### config.mk
export PLATFORM = sky130hd
export DESIGN_NAME = dm_arbiter
export DESIGN_NICKNAME = d
export VERILOG_FILES = /design/src/rtl/dm_arbiter_pkg.sv /design/src/rtl/dm_arbiter_be_merge.sv /design/src/rtl/dm_arbiter.sv
export SDC_FILE = /design/constraint.sdc
export NUM_CORES = 1
export LEC_CHECK = 0
export CAP_MARGIN = 40
export CELL_PAD_IN_SITES_DETAIL_PLACEMENT = 2
export CELL_PAD_IN_SITES_GLOBAL_PLACEMENT = 2
export CORE_UTILIZATION = 12
export CTS_CLUSTER_DIAMETER = 60
export DETAILED_ROUTE_END_ITERATION = 8
export PLACE_DENSITY_LB_ADDON = 0.1
export SYNTH_ARGS = -nofsm -noshare
export SYNTH_HDL_FRONTEND = slang
export SYNTH_SLANG_ARGS = --single-unit
### constraint.sdc
create_clock -name clk -period 1.6 [get_ports clk]
set_input_delay 0.16 -clock clk [delete_from_list [all_inputs] [get_ports clk]]
set_output_delay 0.16 -clock clk [all_outputs]
set_load 0.005 [all_outputs]
### src/rtl/dm_arbiter_pkg.sv
// dm_arbiter_pkg: shared constants and types for the data-memory arbiter
package dm_arbiter_pkg;
   localparam int unsigned DM_WORDS_DEF = 3072;
   localparam logic [3:0] BE_NONE = 4'h0;
   localparam logic [3:0] BE_WORD = 4'hF;
   localparam logic [3:0] BE_B0 = 4'h1;
   localparam logic [3:0] BE_B1 = 4'h2;
   localparam logic [3:0] BE_B2 = 4'h4;
   localparam logic [3:0] BE_B3 = 4'h8;
   localparam logic [3:0] BE_H0 = 4'h3;
   localparam logic [3:0] BE_H1 = 4'hC;
   typedef enum logic [1:0] {
      REQ_NONE = 2'd0,
      REQ_CPU = 2'd1,
      REQ_DMA = 2'd2
   } req_id_e;
endpackage

### src/rtl/dm_arbiter_be_merge.sv
// dm_be_merge: overlays the enabled byte lanes of a new word onto an old word
module dm_be_merge (
   input logic [31:0] old_i,
   input logic [31:0] new_i,
   input logic [3:0] be_i,
   output logic [31:0] merged_o
);
   // each enabled lane takes the new byte, the rest keep the old one
   always_comb begin
      merged_o = old_i;
      for (int i = 0; i < 4; i++) merged_o[8*i+:8] = be_i[i] ? new_i[8*i+:8] : old_i[8*i+:8];
   end
endmodule

### src/rtl/dm_arbiter.sv
// dm_arbiter: shares the single-port data memory between the CPU M stage and a DMA port
module dm_arbiter
   import dm_arbiter_pkg::*;
#(
   parameter int unsigned DM_WORDS = DM_WORDS_DEF,
   parameter int unsigned STARVE_LIMIT = 4
) (
   input logic clk,
   input logic reset,
   input logic cpu_req,
   input logic cpu_we,
   input logic [3:0] cpu_be,
   input logic [31:0] cpu_addr,
   input logic [31:0] cpu_wdata,
   output logic [31:0] cpu_rdata,
   output logic cpu_stall,
   input logic dma_valid,
   output logic dma_ready,
   input logic dma_we,
   input logic [31:0] dma_addr,
   input logic [31:0] dma_wdata,
   output logic dma_rvalid,
   output logic [31:0] dma_rdata,
   output logic mem_we,
   output logic [31:0] mem_addr,
   output logic [31:0] mem_wd,
   input logic [31:0] mem_rd,
   output logic err_oob
);
   logic [3:0] starve_q, starve_d;
   logic rvalid_q, rvalid_d;
   logic [31:0] rdata_q, rdata_d;
   logic err_q, err_d;
   logic dma_gnt, cpu_gnt, in_range;
   logic [31:0] merged;
   req_id_e sel;

   dm_be_merge u_merge (
      .old_i(mem_rd),
      .new_i(cpu_wdata),
      .be_i(cpu_be),
      .merged_o(merged)
   );

   // grant, memory-side muxing and next-state for the registered DMA response
   always_comb begin
      dma_gnt = dma_valid & (~cpu_req | (starve_q >= 4'(STARVE_LIMIT))) & ~reset;
      cpu_gnt = cpu_req & ~dma_gnt;
      sel = dma_gnt ? REQ_DMA : cpu_gnt ? REQ_CPU : REQ_NONE;
      mem_addr = sel == REQ_DMA ? dma_addr : sel == REQ_CPU ? cpu_addr : 32'd0;
      in_range = mem_addr[31:2] < 30'(DM_WORDS);
      mem_we = ~reset & in_range & (sel == REQ_DMA ? dma_we : sel == REQ_CPU & cpu_we & (cpu_be != BE_NONE));
      mem_wd = sel == REQ_DMA ? dma_wdata : merged;
      cpu_rdata = in_range ? mem_rd : 32'd0;
      cpu_stall = cpu_req & ~cpu_gnt;
      dma_ready = dma_gnt;
      starve_d = (dma_gnt | ~dma_valid) ? 4'd0 : starve_q == 4'd15 ? starve_q : starve_q + 4'd1;
      rvalid_d = dma_gnt & ~dma_we;
      rdata_d = rvalid_d ? cpu_rdata : rdata_q;
      err_d = err_q | (sel != REQ_NONE & ~in_range);
   end

   // state registers with synchronous reset
   always_ff @(posedge clk) begin
      if (reset) begin
         starve_q <= 4'd0;
         rvalid_q <= 1'b0;
         rdata_q <= 32'd0;
         err_q <= 1'b0;
      end else begin
         starve_q <= starve_d;
         rvalid_q <= rvalid_d;
         rdata_q <= rdata_d;
         err_q <= err_d;
      end
   end

   assign dma_rvalid = rvalid_q;
   assign dma_rdata = rdata_q;
   assign err_oob = err_q;
endmodule

==> results of run 1 <==
==> what timing repair did <==
action | 4_1_cts | 5_1_grt
buffers inserted | 27 | 4
gates cloned | 5 | 3
resized for setup | 501 | 96
pin swaps | 20 | 48
setup endpoints to repair | 132 | 132
==> power groups by stage <==
stage / registers [mW] / clock network [mW] / logic, mW
floorplan: 0.975 / 0 / 0.334
finish: 0.955 / 0.944 / 1.49
global route: 0.955 / 1.01 / 1.61
global placement: 0.975 / 0 / 1.39
CTS: 0.954 / 0.983 / 1.49
detailed placement: 0.975 / 0 / 1.42
==> routing by layer <==
metal  routed length (um)  part of all wire (%)  track usage, %  vias up
li1                     -                     -               -     2010
met1                 7110                    37            16.9     1988
met2                 9860                    51            29.5      192
met3                 2120                    11            6.48        4
met4                  125                  0.65            3.10        0
met5                    0                     0               0        -
==> area by class of cell <==
type / count / area share [%]
tap: 280 / 5.02
clock buffer: 7 / 1.90
sequential: 38 / 10.9
timing repair buffer: 398 / 52.4
multi-input combinational: 293 / 29.8
==> placed cells by master (no fill, tap or decap), types with 4 or more instances in the layout <==
master           instances
a22o_1                  30
buf_12                  12
buf_16                   6
buf_2                   76
buf_4                   61
buf_6                   16
clkbuf_16                7
clkbuf_2                18
clkdlybuf4s15_2         12
clkdlybuf4s50_1        167
dfxtp_1                 36
dlygate4sd2_1           17
dlymetal6s2s_1           8
mux2i_1                 32
nand2_1                 88
nand2_2                 10
nor2b_1                 23
nor2b_2                  6
nor2b_4                  4
nor4_2                   4
nor4_4                   5
o21ai_0                  8
o21ai_1                 32
o21ai_2                 23
==> worst max-delay path: cells and delay by family, from the launching register on <==
kind	cells	cell delay [ns]
flops	1	0.33
buf+inv	5	0.68
simple gates	4	0.72
==> state kept, by name, indices dropped and copies added (netlist names) <==
name / cells
dma_rvalid: 1
dma_rdata: 32
err_oob: 1
starve_q: 4
==> worst max path at each step <==
stage	start	endpoint	slack (ns)	depth (start not counted)
floorplan	starve_q[3]	mem_we	0.09	6
global placement	cpu_addr[16]	cpu_rdata[31]	-1.15	9
detailed placement	cpu_addr[16]	cpu_rdata[21]	-1.12	9
CTS	starve_q[2]	cpu_rdata[22]	-0.59	10
global route	starve_q[3]	cpu_rdata[22]	-0.67	9
finish	starve_q[3]	cpu_rdata[22]	-0.56	9
==> Yosys cell counts <==
master,number
nor2b_1,33
nor2_2,1
a22o_2,2
a22o_1,30
conb_1,1
nor3_2,1
nand3_1,2
and2_1,3
a21oi_1,1
and3b_1,1
dfxtp_1,38
buf_1,4
buf_4,1
nor2_1,2
o21ba_2,1
mux2i_1,32
nor4_1,8
a211oi_1,2
buf_2,9
nor3b_4,2
nor4_2,2
ha_1,1
o21ai_0,64
buf_6,4
nor3_1,4
nand2b_1,1
nand2_1,99
clkbuf_1,13
==> metrics by stage <==
step                      utilization, %  worst slack [ns]  TNS [ns]
after floorplan                        -            0.0872         0
after global placement              29.5             -1.15   -102.02
after detailed placement            29.5             -1.12   -105.10
after CTS                           31.7            -0.594    -46.72
after global routing                32.0            -0.666    -54.52
final                               32.0            -0.562    -43.79
==> kinds of logic (layout without fill, tap and decap cells) <==
group / count (synthesis) / in the layout
adder cells (fa/ha/maj): 1 / 1
AND/OR/NAND/NOR: 159 / 159
AO/OA/AOI/OAI: 100 / 100
other: 1 / 1
buffers and inverters: 31 / 405
flip-flops: 38 / 38
multiplexers: 32 / 32
==> flow_summary_export.csv, run 1 <==
group,metric,value,unit
route,postRouteAntennaNets,0,
route,wirelength,19200,um
power_and_ir_drop,seq_power_share,28.2,%
global_routing,grt_pass1_vias,4582,
power_and_ir_drop,p_per_area,485,mW/mm2
worst_setup_path,critical_path_class,"reg2out",
synthesis,synthSimpleGateAreaFrac,29.1,%
min_path,hold_path_startpoint,"starve_q[0]",
synthesis,yosys.area.top_type,"dfxtp_1",
worst_setup_path,rr_endpoint,"dma_rdata[2]",
timing,period_minus_slack,2.16,ns
power_and_ir_drop,p_switching,974,uW
timing,hold_viol,0,
placement,place_inst,973,
cells_and_area,stdcell_area,0.00698,mm2
synthesis,ys_seq_area_share,28.5,%
global_routing,grt_usage,15.9,%
global_routing,antenna_found_initial,0,
global_routing,gr-total-overflow,0,
min_path,whs_path_depth,1,
cells_and_area,antenna_cells,0,
synthesis,ys_types,28,
worst_setup_path,start_kind,"flip-flop",
worst_setup_path,critPathCaptureType,"output port",
worst_setup_path,crit_slowest_cell,"dfxtp_2",
cells_and_area,drive_above_1_share,38.2,%
worst_setup_path,r2r_slack,-0.42,ns
synthesis,netlist_instances,362,
synthesis,synth_top_family_by_area,"simple AND/OR/NAND/NOR gates",
power_and_ir_drop,power,3.39,mW
clock_tree,cts_buffer_depth,2,
route,wl_per_cell,18.9,um
clock_tree,cts_hold_buf,0,
worst_setup_path,crit_required,1.44,ns
timing,rsz0062_at_grt,"yes",
cells_and_area,multi_input_area,0.00208,mm2
clock_tree,root_buffer,"clkbuf_16",
synthesis,synth_nets,533,
cells_and_area,fill_cells,2476,
clock_tree,cts_buffers,5,
power_and_ir_drop,clockPowerShare,27.9,%
synthesis,synth.top_cell.area_share,28.5,%
worst_setup_path,crit_chain,"nor3b_4 -> nor4_2 -> buf_4 -> nor3_4 -> buf_12 -> buf_12 -> buf_8 -> nor2b_1 -> buf_2",
timing,fin_crit_sh,135,%
worst_setup_path,critPathMaxFanout,5,
floorplanning,die_y,151,um
floorplanning,io-pin-count,303,
min_path,worstHoldEndpoint,"starve_q[0]",
min_path,hold_class,"reg2reg",
worst_setup_path,critical_path_arrival,2.00,ns
timing,hold_slack,0.423,ns
route,routed_via_density,4.13,
route,via_count,4194,
synthesis,ys.warnings.count,0,
clock_tree,cts.sinks,38,
worst_setup_path,rr_startpoint,"starve_q[3]",
worst_setup_path,crit_top_cell,"buf_12",
job,drv_cap,0,
power_and_ir_drop,p_int,2.41,mW
cells_and_area,fin_nets,907,
outcome,failed_checks,"negative setup slack",
worst_setup_path,r2r_cells,10,
global_routing,grt_pass1_wl,27000,um
synthesis,netlist_area,0.00267,mm2
synthesis,yosys_register_bits,38,
power_and_ir_drop,ir_drop,310,uV
placement,place.gp.congestion,0.724,
clock_tree,cts.htree.levels,2,
power_and_ir_drop,switching_share,28.8,%
synthesis,synthTopCellsByArea,"dfxtp_1 28%, nand2_1 14%, mux2i_1 12%, o21ai_0 12%, a22o_1 9.8%",
floorplanning,rows,54,
clock_tree,path_clk_slew,0.06,ns
timing,clock_skew,0.00422,ns
placement,io_buffers,302,
clock_tree,clock_latency,0.28,ns
cells_and_area,regArea,763,um2
synthesis,synth_mux_area_share,12.0,%
global_routing,grt_max_degree,33,
placement,postPlaceCellArea,0.00644,mm2
cells_and_area,layoutNonFillerInstCount,1016,
worst_setup_path,max_stage_delay,0.33,ns
route,first_pass_iters,4,
synthesis,synth-adder-area-share,0.469,%
floorplanning,initial_core_util,12.2,%
route,drc_errors,0,
timing,fmax,463,MHz
synthesis,synth_compound_area_share,23.7,%
clock_tree,cts_tree,"built",
floorplanning,die_w,151,um
timing,drv_slew,0,
floorplanning,design.core.area,0.0218,mm2
timing,setup_viol,131,
cells_and_area,syn2layout_area_growth,161,%
placement,hpwl,14500,um
synthesis,avgSynthCellArea,7.38,um2
floorplanning,die_area,0.0229,mm2
timing,fin_ws,-0.562,ns
power_and_ir_drop,p_comb_share,43.9,%
synthesis,synth_xor_xnor_area_share,0,%
power_and_ir_drop,power.leakage,3.07,nW
route,drtIter0Drc,50,
outcome,outcome,"complete, but fails checks",
(Power assumes the default switching activity.)
==> run 2, diff against run 1 <==
Settings changed: REMOVE_ABC_BUFFERS set to 1.
==> run 2 against run 1 <==
Against the previous run:
- the run still ends with negative setup slack left
- hold slack improved by 0.0012 ns
- maximum frequency increased by 2.0%
- global-route usage increased by 1.0 points
- register-to-register slack about the same
- routed wire length increased by 9.6%
- cell count increased by 2.8%
- critical path depth increased by 2
- clock power increased by 21%
- core utilization increased by 4.4 points
- critical endpoint is now cpu_rdata[1]
- highest routed layer unchanged
==> flow_summary_export.csv, run 2 (synthesis gave the netlist of run 1 again) <==
group,metric,value,unit
worst_setup_path,critical_path_class,"reg2out",
placement,hpwl,14200,um
cells_and_area,syn2layout_area_growth,197,%
floorplanning,initial_core_util,12.2,%
power_and_ir_drop,clockPowerShare,29.5,%
clock_tree,cts_buffers,5,
timing,fmax,472,MHz
placement,io_buffers,302,
power_and_ir_drop,ir_drop,288,uV
worst_setup_path,critPathMaxFanout,6,
timing,hold_viol,0,
power_and_ir_drop,p_comb_share,45.7,%
clock_tree,cts.sinks,38,
route,first_pass_iters,4,
global_routing,grt_usage,17.0,%
timing,period_minus_slack,2.12,ns
placement,place.gp.congestion,0.732,
floorplanning,design.core.area,0.0218,mm2
power_and_ir_drop,p_int,2.74,mW
route,wl_per_cell,20.2,um
timing,setup_viol,132,
power_and_ir_drop,switching_share,29.1,%
clock_tree,path_clk_slew,0.06,ns
global_routing,grt_pass1_wl,28400,um
outcome,failed_checks,"negative setup slack",
timing,fin_crit_sh,132,%
clock_tree,clock_latency,0.28,ns
timing,clock_skew,0.00322,ns
cells_and_area,largest_reg_flops,32,
clock_tree,cts_buffer_depth,2,
timing,hold_slack,0.425,ns
power_and_ir_drop,p_switching,1.12,mW
worst_setup_path,cp-endpoint,"cpu_rdata[1]",
cells_and_area,layout_commonest_cell,"clkdlybuf4s50_1",
worst_setup_path,max_stage_delay,0.33,ns
floorplanning,die_area,0.0229,mm2
timing,fin_ws,-0.519,ns
global_routing,antenna_found_initial,0,
timing,rsz0062_at_grt,"yes",
min_path,hold_class,"reg2reg",
floorplanning,rows,54,
route,postRouteAntennaNets,0,
worst_setup_path,crit_top_cell,"buf_12",
global_routing,gr-total-overflow,0,
worst_setup_path,r2r_cells,11,
global_routing,grt_pass1_vias,4791,
worst_setup_path,crit_chain,"nor3b_4 -> buf_6 -> nor2_4 -> nor3_2 -> buf_4 -> nor3_4 -> buf_12 -> buf_12 -> buf_12 -> nor2b_4 -> buf_2",
worst_setup_path,critical_path_arrival,1.96,ns
clock_tree,root_buffer,"clkbuf_16",
timing,drv_slew,0,
worst_setup_path,rr_endpoint,"dma_rdata[2]",
global_routing,grt_max_degree,35,
worst_setup_path,critPathCaptureType,"output port",
route,via_count,4404,
worst_setup_path,startpoint,"starve_q[3]",
cells_and_area,antenna_cells,0,
worst_setup_path,start_kind,"flip-flop",
worst_setup_path,r2r_slack,-0.41,ns
clock_tree,cts.htree.levels,2,
power_and_ir_drop,seq_power_share,24.7,%
floorplanning,die_y,151,um
power_and_ir_drop,p_per_area,486,mW/mm2
clock_tree,cts_tree,"built",
worst_setup_path,rr_startpoint,"starve_q[3]",
outcome,outcome,"complete, but fails checks",
power_and_ir_drop,power,3.86,mW
cells_and_area,final_cell_mix,"164 x clkdlybuf4s50_1, 86 x buf_2, 59 x buf_4, 53 x o21ai_2, 51 x nand2_1",
cells_and_area,fin_nets,934,
cells_and_area,drive_above_1_share,50.8,%
route,routed_via_density,4.22,
job,drv_cap,0,
floorplanning,die_w,151,um
cells_and_area,final_util,36.3,%
floorplanning,io-pin-count,303,
route,drc_errors,0,
route,drtIter0Drc,55,
route,wirelength,21100,um
worst_setup_path,crit_slowest_cell,"dfxtp_2",
power_and_ir_drop,power.leakage,3.60,nW
worst_setup_path,crit_required,1.44,ns
[run 2: layout make-up]
class | instances | area, um2
clock inverter | 1 | 30.0
fill | 2357 | 13900
multi-input combinational | 293 | 2510
timing repair buffer | 425 | 4150
tap | 280 | 350
clock buffer | 7 | 133
sequential | 38 | 763
[run 2: worst min-delay path by stage]
stage,from,endpoint,slack [ns],cells past startpoint
2_1_floorplan,dma_we,dma_rvalid,0.25,1
3_3_place_gp,starve_q[0],starve_q[0],0.41,1
3_5_place_dp,starve_q[0],starve_q[0],0.42,1
4_1_cts,starve_q[0],starve_q[0],0.43,1
5_1_grt,starve_q[0],starve_q[0],0.44,1
6_report,starve_q[0],starve_q[0],0.42,1
[run 2: power groups by stage]
stage | logic [mW] | clock network (mW) | registers [mW]
finish | 1.76 | 1.14 | 0.954
global route | 1.89 | 1.22 | 0.954
CTS | 1.64 | 1.18 | 0.954
detailed placement | 1.44 | 0 | 0.975
global placement | 1.41 | 0 | 0.975
floorplan | 0.290 | 0 | 0.975
[run 2: stage by stage]
step           area, um2  setup TNS [ns]  std cells  setup WS [ns]
2_1_floorplan       2510         -204.27        331          -2.62
3_3_place_gp        6500         -103.47        981          -1.04
3_5_place_dp        6500         -105.89        981          -1.09
4_1_cts             7370          -43.84       1029         -0.573
5_1_grt             7930          -63.18       1044         -0.646
6_report            7930          -50.21       1044         -0.519
[run 2: metal layers]
layer / GRT usage (%) / up-vias / routed length, um / share of wire (%)
met5: 0 / - / 0 / 0
li1: - / 2080 / - / -
met3: 6.23 / 7 / 2200 / 10
met2: 29.7 / 214 / 10300 / 49
met4: 3.25 / 0 / 136 / 0.65
met1: 19.7 / 2103 / 8450 / 40
[run 2: timing repair]
item                                    4_1_cts  5_1_grt
pin swaps                                    41       83
cloned                                       12        6
gates resized for setup                     582      184
endpoints found under the setup margin      132      132
hold buffers                                  0        0
setup buffers                                29       16
hold endpoints to repair                      0        0
[run 2: worst max-delay path, delay by kind of cell, from the launching register on]
family,cells,cell delay (ns)
flip-flops,1,0.33
buffers and inverters,6,0.81
AND/OR/NAND/NOR,5,0.53
